**src/rtl/can_pkg.sv**
```systemverilog
// Shared CAN receive-path definitions: destuffer FSM states, bus levels, default run length.
package can_pkg;
    typedef enum logic [1:0] {OFF, RUN, STUFF, ERROR} destuff_state_e;

    localparam logic DOMINANT      = 1'b0;
    localparam logic RECESSIVE     = 1'b1;
    localparam int   STUFF_LEN_DEF = 5;
endpackage

```
**src/rtl/bit_destuffer.sv**
```systemverilog
// CAN receive bit destuffer: tracks identical-bit runs at each sample point, flags the
// upcoming stuff bit, drops it from the data stream and reports stuff-rule violations.
module bit_destuffer
    import can_pkg::*;
#(
    parameter int STUFF_LEN = STUFF_LEN_DEF
) (
    input  logic clock,
    input  logic reset,
    input  logic sp,
    input  logic rx,
    input  logic enable,
    output logic isStuff,
    output logic bitOut,
    output logic bitValid,
    output logic stuffError
);
    localparam int             CW      = $clog2(STUFF_LEN + 1);
    localparam logic [CW-1:0]  CNT_MAX = CW'(STUFF_LEN);
    localparam logic [CW-1:0]  CNT_ONE = CW'(1);

    destuff_state_e state_q;
    logic [CW-1:0]  count_q;
    logic [CW-1:0]  count_d;
    logic           last_q;
    logic           is_stuff_q;
    logic           bit_out_q;
    logic           bit_valid_q;
    logic           stuff_err_q;

    // Run length after accepting rx; saturating so it can never wrap.
    always_comb begin
        count_d = CNT_ONE;
        if (rx == last_q) begin
            count_d = (count_q == CNT_MAX) ? CNT_MAX : count_q + CNT_ONE;
        end
    end

    always_ff @(posedge clock or negedge reset) begin
        if (!reset) begin
            state_q     <= OFF;
            count_q     <= '0;
            last_q      <= RECESSIVE;
            is_stuff_q  <= 1'b0;
            bit_out_q   <= RECESSIVE;
            bit_valid_q <= 1'b0;
            stuff_err_q <= 1'b0;
        end else begin
            bit_valid_q <= 1'b0;
            if (sp) begin
                case (state_q)
                    OFF: begin
                        bit_out_q   <= rx;
                        bit_valid_q <= 1'b1;
                        if (enable) begin
                            // SOF is the first bit of the first run
                            last_q  <= rx;
                            count_q <= CNT_ONE;
                            state_q <= RUN;
                        end else begin
                            count_q <= '0;
                        end
                    end
                    RUN: begin
                        bit_out_q   <= rx;
                        bit_valid_q <= 1'b1;
                        if (enable) begin
                            last_q  <= rx;
                            count_q <= count_d;
                            if (count_d == CNT_MAX) begin
                                is_stuff_q <= 1'b1;
                                state_q    <= STUFF;
                            end
                        end else begin
                            count_q <= '0;
                            state_q <= OFF;
                        end
                    end
                    STUFF: begin
                        // enable ignored: a stuff bit trailing the CRC is still consumed
                        is_stuff_q <= 1'b0;
                        if (rx != last_q) begin
                            last_q  <= rx;
                            count_q <= CNT_ONE;
                            state_q <= enable ? RUN : OFF;
                        end else begin
                            stuff_err_q <= 1'b1;
                            state_q     <= ERROR;
                        end
                    end
                    ERROR: begin
                        if (!enable) begin
                            stuff_err_q <= 1'b0;
                            state_q     <= OFF;
                        end
                    end
                    default: state_q <= OFF;
                endcase
            end
        end
    end

    assign isStuff    = is_stuff_q;
    assign bitOut     = bit_out_q;
    assign bitValid   = bit_valid_q;
    assign stuffError = stuff_err_q;
endmodule

```
**config.mk**
```make
export PLATFORM = sky130hd
export DESIGN_NAME = bit_destuffer
export DESIGN_NICKNAME = d
export VERILOG_FILES = /design/src/rtl/can_pkg.sv /design/src/rtl/bit_destuffer.sv
export SDC_FILE = /design/constraint.sdc
export NUM_CORES = 1
export LEC_CHECK = 0
export ABC_AREA = 1
export BUFFER_PORTS_ARGS = -buffer_cell sky130_fd_sc_hd__buf_4
export CORE_AREA = 4 4 41 43
export DETAILED_ROUTE_END_ITERATION = 8
export DIE_AREA = 0 0 45 47
export GPL_ROUTABILITY_DRIVEN = 1
export HOLD_SLACK_MARGIN = 0.12
export PLACE_DENSITY = 0.7
export SLEW_MARGIN = 30
export SYNTH_ARGS = -nofsm -noshare
export SYNTH_HDL_FRONTEND = slang
export SYNTH_SLANG_ARGS = --single-unit
```
**constraint.sdc**
```tcl
create_clock -name clock -period 3.29 [get_ports clock]
set_input_delay 0.658 -clock clock [delete_from_list [all_inputs] [get_ports clock]]
set_output_delay 0.658 -clock clock [all_outputs]
set_load 0.1 [all_outputs]
```
==> out/qor.csv, run 1 <==
metric,value,unit
synth_area,659,sq um
crit_start,bitOut$_DFFE_PN1P_,
skew,0.00125,ns
grt_use_total,0.144,
worst_pin_slew,0.353,ns
rows,13,
endpoint_kind,primary output,
ys.warnings.count,0,
power.density,1000,nW/um^2
path_class,reg -> out,
numPortBuffers,8,
final_common_cell,nand2_1,
crit_slowest_cell,dfstp_2,
antenna_left,0,
firstDrtPassIters,5,
ys_seq_area_frac,0.383,
cts.clk_slew.worst_paths,0.06,ns
hpwl,1.01,mm
die-width,45,um
critPathBufInv,1,
top_layer,met4,
io_pins,9,
numCtsBuffers,3,
netlist-cell-type-count,16,
crit_required,2.63,ns
syn-num-nets,105,
htree_num_levels,1,
core_area,1300,sq um
cts_setup_buffers,0,
netlist_instances,96,
syn_area_per_cell,6.87,sq um
grt_start_max_net_pins,11,
worst_slack,1.57,ns
dp_slack,1.76,ns
grt_pass1_vias,545,
worstRegToRegCells,8,
die-area,2120,sq um
ctsResizeCount,0,
status,"complete, no violations",
design_area,764,sq um
slowest_delay,0.53,ns
gp_congestion,0.870,
start_kind,flop,
rsz0062_at_grt,false,
start_util,0.507,
syn2layout_area_growth,15.9,%
hold_buffers,0,
post_drt_wl_per_cell,10.9,um
cp.arrival,1.07,ns
met2_length,600,um
vdd_drop_max,0.453,mV
hold_viol_final,0,
fillCellCount,130,
nets,118,
grt_pass1_wl,2.17,mm
cts_tree,built,
clock-sinks,10,
grt_overflow_total,0,
p_leak,0.000410,uW
n_antenna_cell,0,
place_area,738,sq um
clk_path_buf_depth,2,
num_vias,614,
crit_fanout,2,
rr_endpoint,count_q[1]$_DFFE_PN0P_,
wirelength,1.35,mm
viasPerCell,4.99,
dr_wl_met3,98,um
crit_cells,1,
slew_headroom,0.765,
grt_antenna_before_repair,0,
clkLatencyLatePin,0.26,ns
final_cell_mix,"35 x nand2_1, 15 x inv_1, 10 x nand3_1",
ys_seq_elements,10,
path_cells,buf_4,
rr_startpoint,state_q[1]$_DFFE_PN0P_,
clock.fmax,0.580,GHz
setup_viol,0,
drt_iter0_drc,24,
slew_violations,0,
max_cap_viol_count,0,
drive_above_1_share,0.139,
crit_family,flip-flops,
reg2reg_slack,1.86,ns
drc_errors,0,
crit_path_end,bitOut,
hold_class,in -> async,
finalCritPeriodShare,0.524,
fp.dieH,47,um
wl_met1,621,um
cts_root_buf,clkbuf_4,
setup_tns,0,ns
post-route-min-period,1.72,ns
## Yosys cell counts
| cell type | count | share of area |
|---|---|---|
| o21ai_0 | 3 | 0.023 |
| nor2_2 | 1 | 0.0095 |
| dfstp_2 | 2 | 0.080 |
| or2_0 | 1 | 0.0095 |
| nand4_1 | 3 | 0.028 |
| nand3_2 | 1 | 0.015 |
| nand3_1 | 10 | 0.076 |
| nand2_1 | 35 | 0.20 |
| ha_1 | 4 | 0.076 |
| dfrtp_1 | 8 | 0.30 |
| o21ai_1 | 1 | 0.0076 |
| nor2_1 | 5 | 0.028 |
| xnor2_1 | 1 | 0.013 |
| nor3_1 | 1 | 0.0076 |
| a21oi_1 | 5 | 0.038 |
| inv_1 | 15 | 0.085 |
## registers in the layout, summed over array words and instances (netlist names)
register    flops
bitOut          1
count_q         3
last_q          1
isStuff         1
bitValid        1
state_q         2
stuffError      1
## where the power goes
group / internal (uW) / switching (uW)
Sequential: 178 / 38.0
Clock: 46.8 / 39.2
Combinational: 121 / 343
Total: 346 / 420
## per-stage QoR
step                 util  power [uW]  cells  hold slack, ns
floorplan               -         582     96           0.362
global placement    0.567         669    119           0.457
detailed placement  0.567         675    119           0.460
CTS                 0.588         767    123           0.211
global route        0.588         826    123           0.194
finish              0.588         766    123           0.215
## area by class of cell
class | instances | area (sq um) | share of cell area
clock buffers | 4 | 26.3 | 0.0344
inverters | 15 | 56.3 | 0.0736
multi-input cells | 71 | 350 | 0.458
flip-flops and latches | 10 | 253 | 0.331
well taps | 15 | 18.8 | 0.0245
repair buffers | 8 | 60.1 | 0.0786
## worst min path at each step
stage / endpoint / slack, ns
after global placement: isStuff$_DFFE_PN0P_ / 0.46
after detailed placement: isStuff$_DFFE_PN0P_ / 0.46
after CTS: state_q[0]$_DFFE_PN0P_ / 0.21
final: bitValid$_DFF_PN0_ / 0.22
after global routing: state_q[0]$_DFFE_PN0P_ / 0.19
after floorplan: bitValid$_DFF_PN0_ / 0.36
## cells by family after synthesis
| kind of cell | after synthesis | share of synthesized area |
|---|---|---|
| and+or+nand+nor | 57 | 0.374 |
| buffers and inverters | 15 | 0.0854 |
| DFF | 10 | 0.383 |
| AOI/OAI and AO/OA | 9 | 0.0683 |
| adders and majority gates | 4 | 0.0759 |
| xor gates and xnor gates | 1 | 0.0133 |
## routing by layer
metal,track usage,up-vias
li1,-,325
met1,0.167,266
met2,0.234,19
met3,0.0651,4
met4,0.0526,0
met5,0,-
Power figures use the tool's default switching activity.
==> run 2: changes to the inputs <==
--- a/config.mk
+++ b/config.mk
@@ -5,14 +5,14 @@
 export SDC_FILE = /design/constraint.sdc
 export NUM_CORES = 1
 export LEC_CHECK = 0
-export ABC_AREA = 1
+export ABC_AREA = 0
 export BUFFER_PORTS_ARGS = -buffer_cell sky130_fd_sc_hd__buf_4
 export CORE_AREA = 4 4 41 43
 export DETAILED_ROUTE_END_ITERATION = 8
 export DIE_AREA = 0 0 45 47
 export GPL_ROUTABILITY_DRIVEN = 1
 export HOLD_SLACK_MARGIN = 0.12
-export PLACE_DENSITY = 0.7
+export PLACE_DENSITY = 0.73
 export SLEW_MARGIN = 30
 export SYNTH_ARGS = -nofsm -noshare
 export SYNTH_HDL_FRONTEND = slang
==> constraint.sdc (replaced) <==
create_clock -name clock -period 1.65 [get_ports clock]
set_input_delay 0.33 -clock clock [delete_from_list [all_inputs] [get_ports clock]]
set_output_delay 0.33 -clock clock [all_outputs]
set_load 0.1 [all_outputs]
==> run 2 against run 1 <==
Net effect: register-to-register slack got worse by 1.9 ns; cell count decreased by 15%; clock skew down 0.00065 ns; synthesized area increased by 5.7%; sequential cell count stayed put; critical path type is now reg -> reg; hold slack improved by 0.19 ns; highest routed layer unchanged; the run now ends with negative setup slack left; clock-buffer cell count unchanged.
==> out/qor.csv, run 2 <==
metric,value,unit,change
grt_pass1_vias,584,,+7.2%
synth_top_area_frac,0.287,,-0.0164
dp_slack,-0.0945,ns,-1.85 ns
syn2layout_area_growth,36.1,%,
yosysMostFrequentCell,dfrtp_1,,
synth_edf_count,0,,unchanged
clkLatencyLatePin,0.27,ns,about the same
clk_path_buf_depth,2,,unchanged
final_common_cell,buf_4,,
p_leak,0.000404,uW,-1.5%
slew_headroom,0.712,,-0.0530
cts_root_buf,clkbuf_4,,
setup_viol,1,,+1
core_area,1300,sq um,unchanged
wirelength,1.72,mm,+28%
cts_tree,built,,
synthArstFlopShare,1.00,,unchanged
ys_top_cells_by_area,"dfrtp_1 29%, dfstp_2 7.5%, ha_1 7.2%",,
netlist-cell-type-count,40,,+24
clock-sinks,10,,unchanged
ys_seq_area_frac,0.363,,-0.0206
rr_endpoint,last_q$_DFFE_PN1P_,,
antenna_left,0,,unchanged
violations,negative setup slack,,
endpoint_kind,flop,,
ys.warnings.count,0,,unchanged
power.density,2170,nW/um^2,+120%
status,finished with violations,,
start_util,0.536,,+0.0288
grt_overflow_total,0,,unchanged
grt_start_max_net_pins,12,,+1
rr_startpoint,state_q[0]$_DFFE_PN0P_,,
htree_num_levels,1,,unchanged
num_vias,621,,+1.1%
syn-num-nets,80,,-24%
hold_class,in -> reg,,
rsz0062_at_grt,true,,
worst_pin_slew,0.431,ns,+0.0774 ns
io_pins,9,,unchanged
ys_seq_elements,10,,unchanged
crit_required,1.85,ns,-0.78 ns
vdd_drop_max,1.44,mV,+220%
drive_above_1_share,0.456,,+0.317
whs_endpoint,stuffError$_DFFE_PN0P_,,
rows,13,,unchanged
largest_reg_flops,3,,unchanged
viasPerCell,5.91,,+18%
yosys_most_used_dff,dfrtp_1,,
finalCritPeriodShare,1.00,,
drc_errors,0,,unchanged
firstDrtPassIters,4,,-1
nets,100,,-15%
final_cell_mix,"17 x buf_4, 7 x dfrtp_1, 5 x o21ai_0",,
holdPathStages,3,,
max_cap_viol_count,0,,unchanged
n_antenna_cell,0,,unchanged
post_drt_wl_per_cell,16.4,um,+50%
start_kind,flop,,
worstRegToRegCells,5,,-3
grt_pass1_wl,2.75,mm,+27%
synth_common_cells,"8 x dfrtp_1, 6 x inv_1, 5 x o21ai_0",,
hold_start,enable,,
skew,0.000602,ns,-0.000652 ns
largestRegisters,"count_q (3), state_q (2)",,
slew_violations,0,,unchanged
syn_area_per_cell,9.82,sq um,+43%
path_class,reg -> reg,,
die-area,2120,sq um,unchanged
numCtsBuffers,3,,unchanged
numPortBuffers,8,,unchanged
grt_antenna_before_repair,0,,unchanged
reg2reg_slack,-0.0003,ns,-1.86 ns
grt_use_total,0.186,,+0.0418
worst_slack,-0.000336,ns,-1.57 ns
fp.dieH,47,um,unchanged
crit_fanout,3,,+1
gp_congestion,0.836,,-3.9%
netlist_instances,71,,-26%
hold_viol_final,0,,unchanged
synth_top_area_cell,dfrtp_1,,
cts.clk_slew.worst_paths,0.07,ns,about the same
drt_iter0_drc,13,,-46%
synth_area,697,sq um,+5.7%
p_total,2060,uW,+170%
cp.arrival,1.85,ns,+0.78 ns
post-route-min-period,1.65,ns,
clock.fmax,0.606,GHz,
regMostFlops,count_q,,
die-width,45,um,unchanged
hpwl,1.25,mm,+24%
## run 2: cell count changes after synthesis, moves of 3 or more
cell | previous run | this run
o31ai_1 | 0 | 3
nand3_1 | 10 | 2
inv_1 | 15 | 6
nor2_1 | 5 | 2
nand2_1 | 35 | 2
## run 2: what timing repair did
item                       in CTS  in global routing
hold endpoints to repair       10                  0
pin swaps                       0                  2
setup buffers                   0                  3
hold buffers                    1                  0
setup endpoints to repair       3                  5
resized for setup               6                 13
## run 2: kinds of logic after synthesis
kind of cell | Yosys count | synth area share
simple gates | 19 | 0.176
fa+ha+maj | 4 | 0.0718
mux | 4 | 0.0628
xor+xnor | 2 | 0.0251
buf+inv | 9 | 0.0718
compound gates | 23 | 0.230
flops | 10 | 0.363
## run 2: worst max-delay path by stage
stage	from	end	slack [ns]	depth (start not counted)
6_report	state_q[0]$_DFFE_PN0P_	last_q$_DFFE_PN1P_	-0.0003	5
3_3_place_gp	state_q[1]$_DFFE_PN0P_	last_q$_DFFE_PN1P_	-0.006	5
2_1_floorplan	state_q[0]$_DFFE_PN0P_	last_q$_DFFE_PN1P_	0.04	6
5_1_grt	state_q[0]$_DFFE_PN0P_	last_q$_DFFE_PN1P_	-0.04	5
4_1_cts	state_q[1]$_DFFE_PN0P_	last_q$_DFFE_PN1P_	-0.008	5
3_5_place_dp	rx	state_q[1]$_DFFE_PN0P_	-0.09	4
## run 2: per-stage QoR
step	util	cell area, sq um	std cells	setup TNS (ns)	hold WS (ns)
after floorplan	-	697	71	0	0.0344
after global placement	0.610	793	97	-0.00621	0.166
after detailed placement	0.610	793	97	-0.204	0.167
after CTS	0.664	865	102	-0.00763	0.399
after global routing	0.729	948	105	-0.0534	0.421
final	0.729	948	105	-0.000336	0.403
## run 2: area by class of cell
class                           instances  area [sq um]
Inverter                                6          22.5
Multi-Input combinational cell         52           479
Fill cell                              98           353
Sequential cell                        10           254
Tap cell                               15          18.8
Clock buffer                            4          36.3
Timing Repair Buffer                   18           138
## run 2: critical path, cell delays in order (launching register included)
cell and delay (ns):
dfrtp_1 0.44, inv_2 0.14, ha_4 0.15, or3b_4 0.39, a21oi_4 0.16, mux2_4 0.30
## run 2: power breakdown
| part | internal [uW] | switching [uW] |
|---|---|---|
| sequential | 369 | 114 |
| combinational | 561 | 792 |
| clock | 134 | 91.3 |
| total | 1060 | 997 |
## run 2: metal layers
layer	share of wire	track usage
met1	0.42	0.239
met2	0.53	0.311
met3	0.035	0.0230
met4	0.017	0.0877
met5	0	0
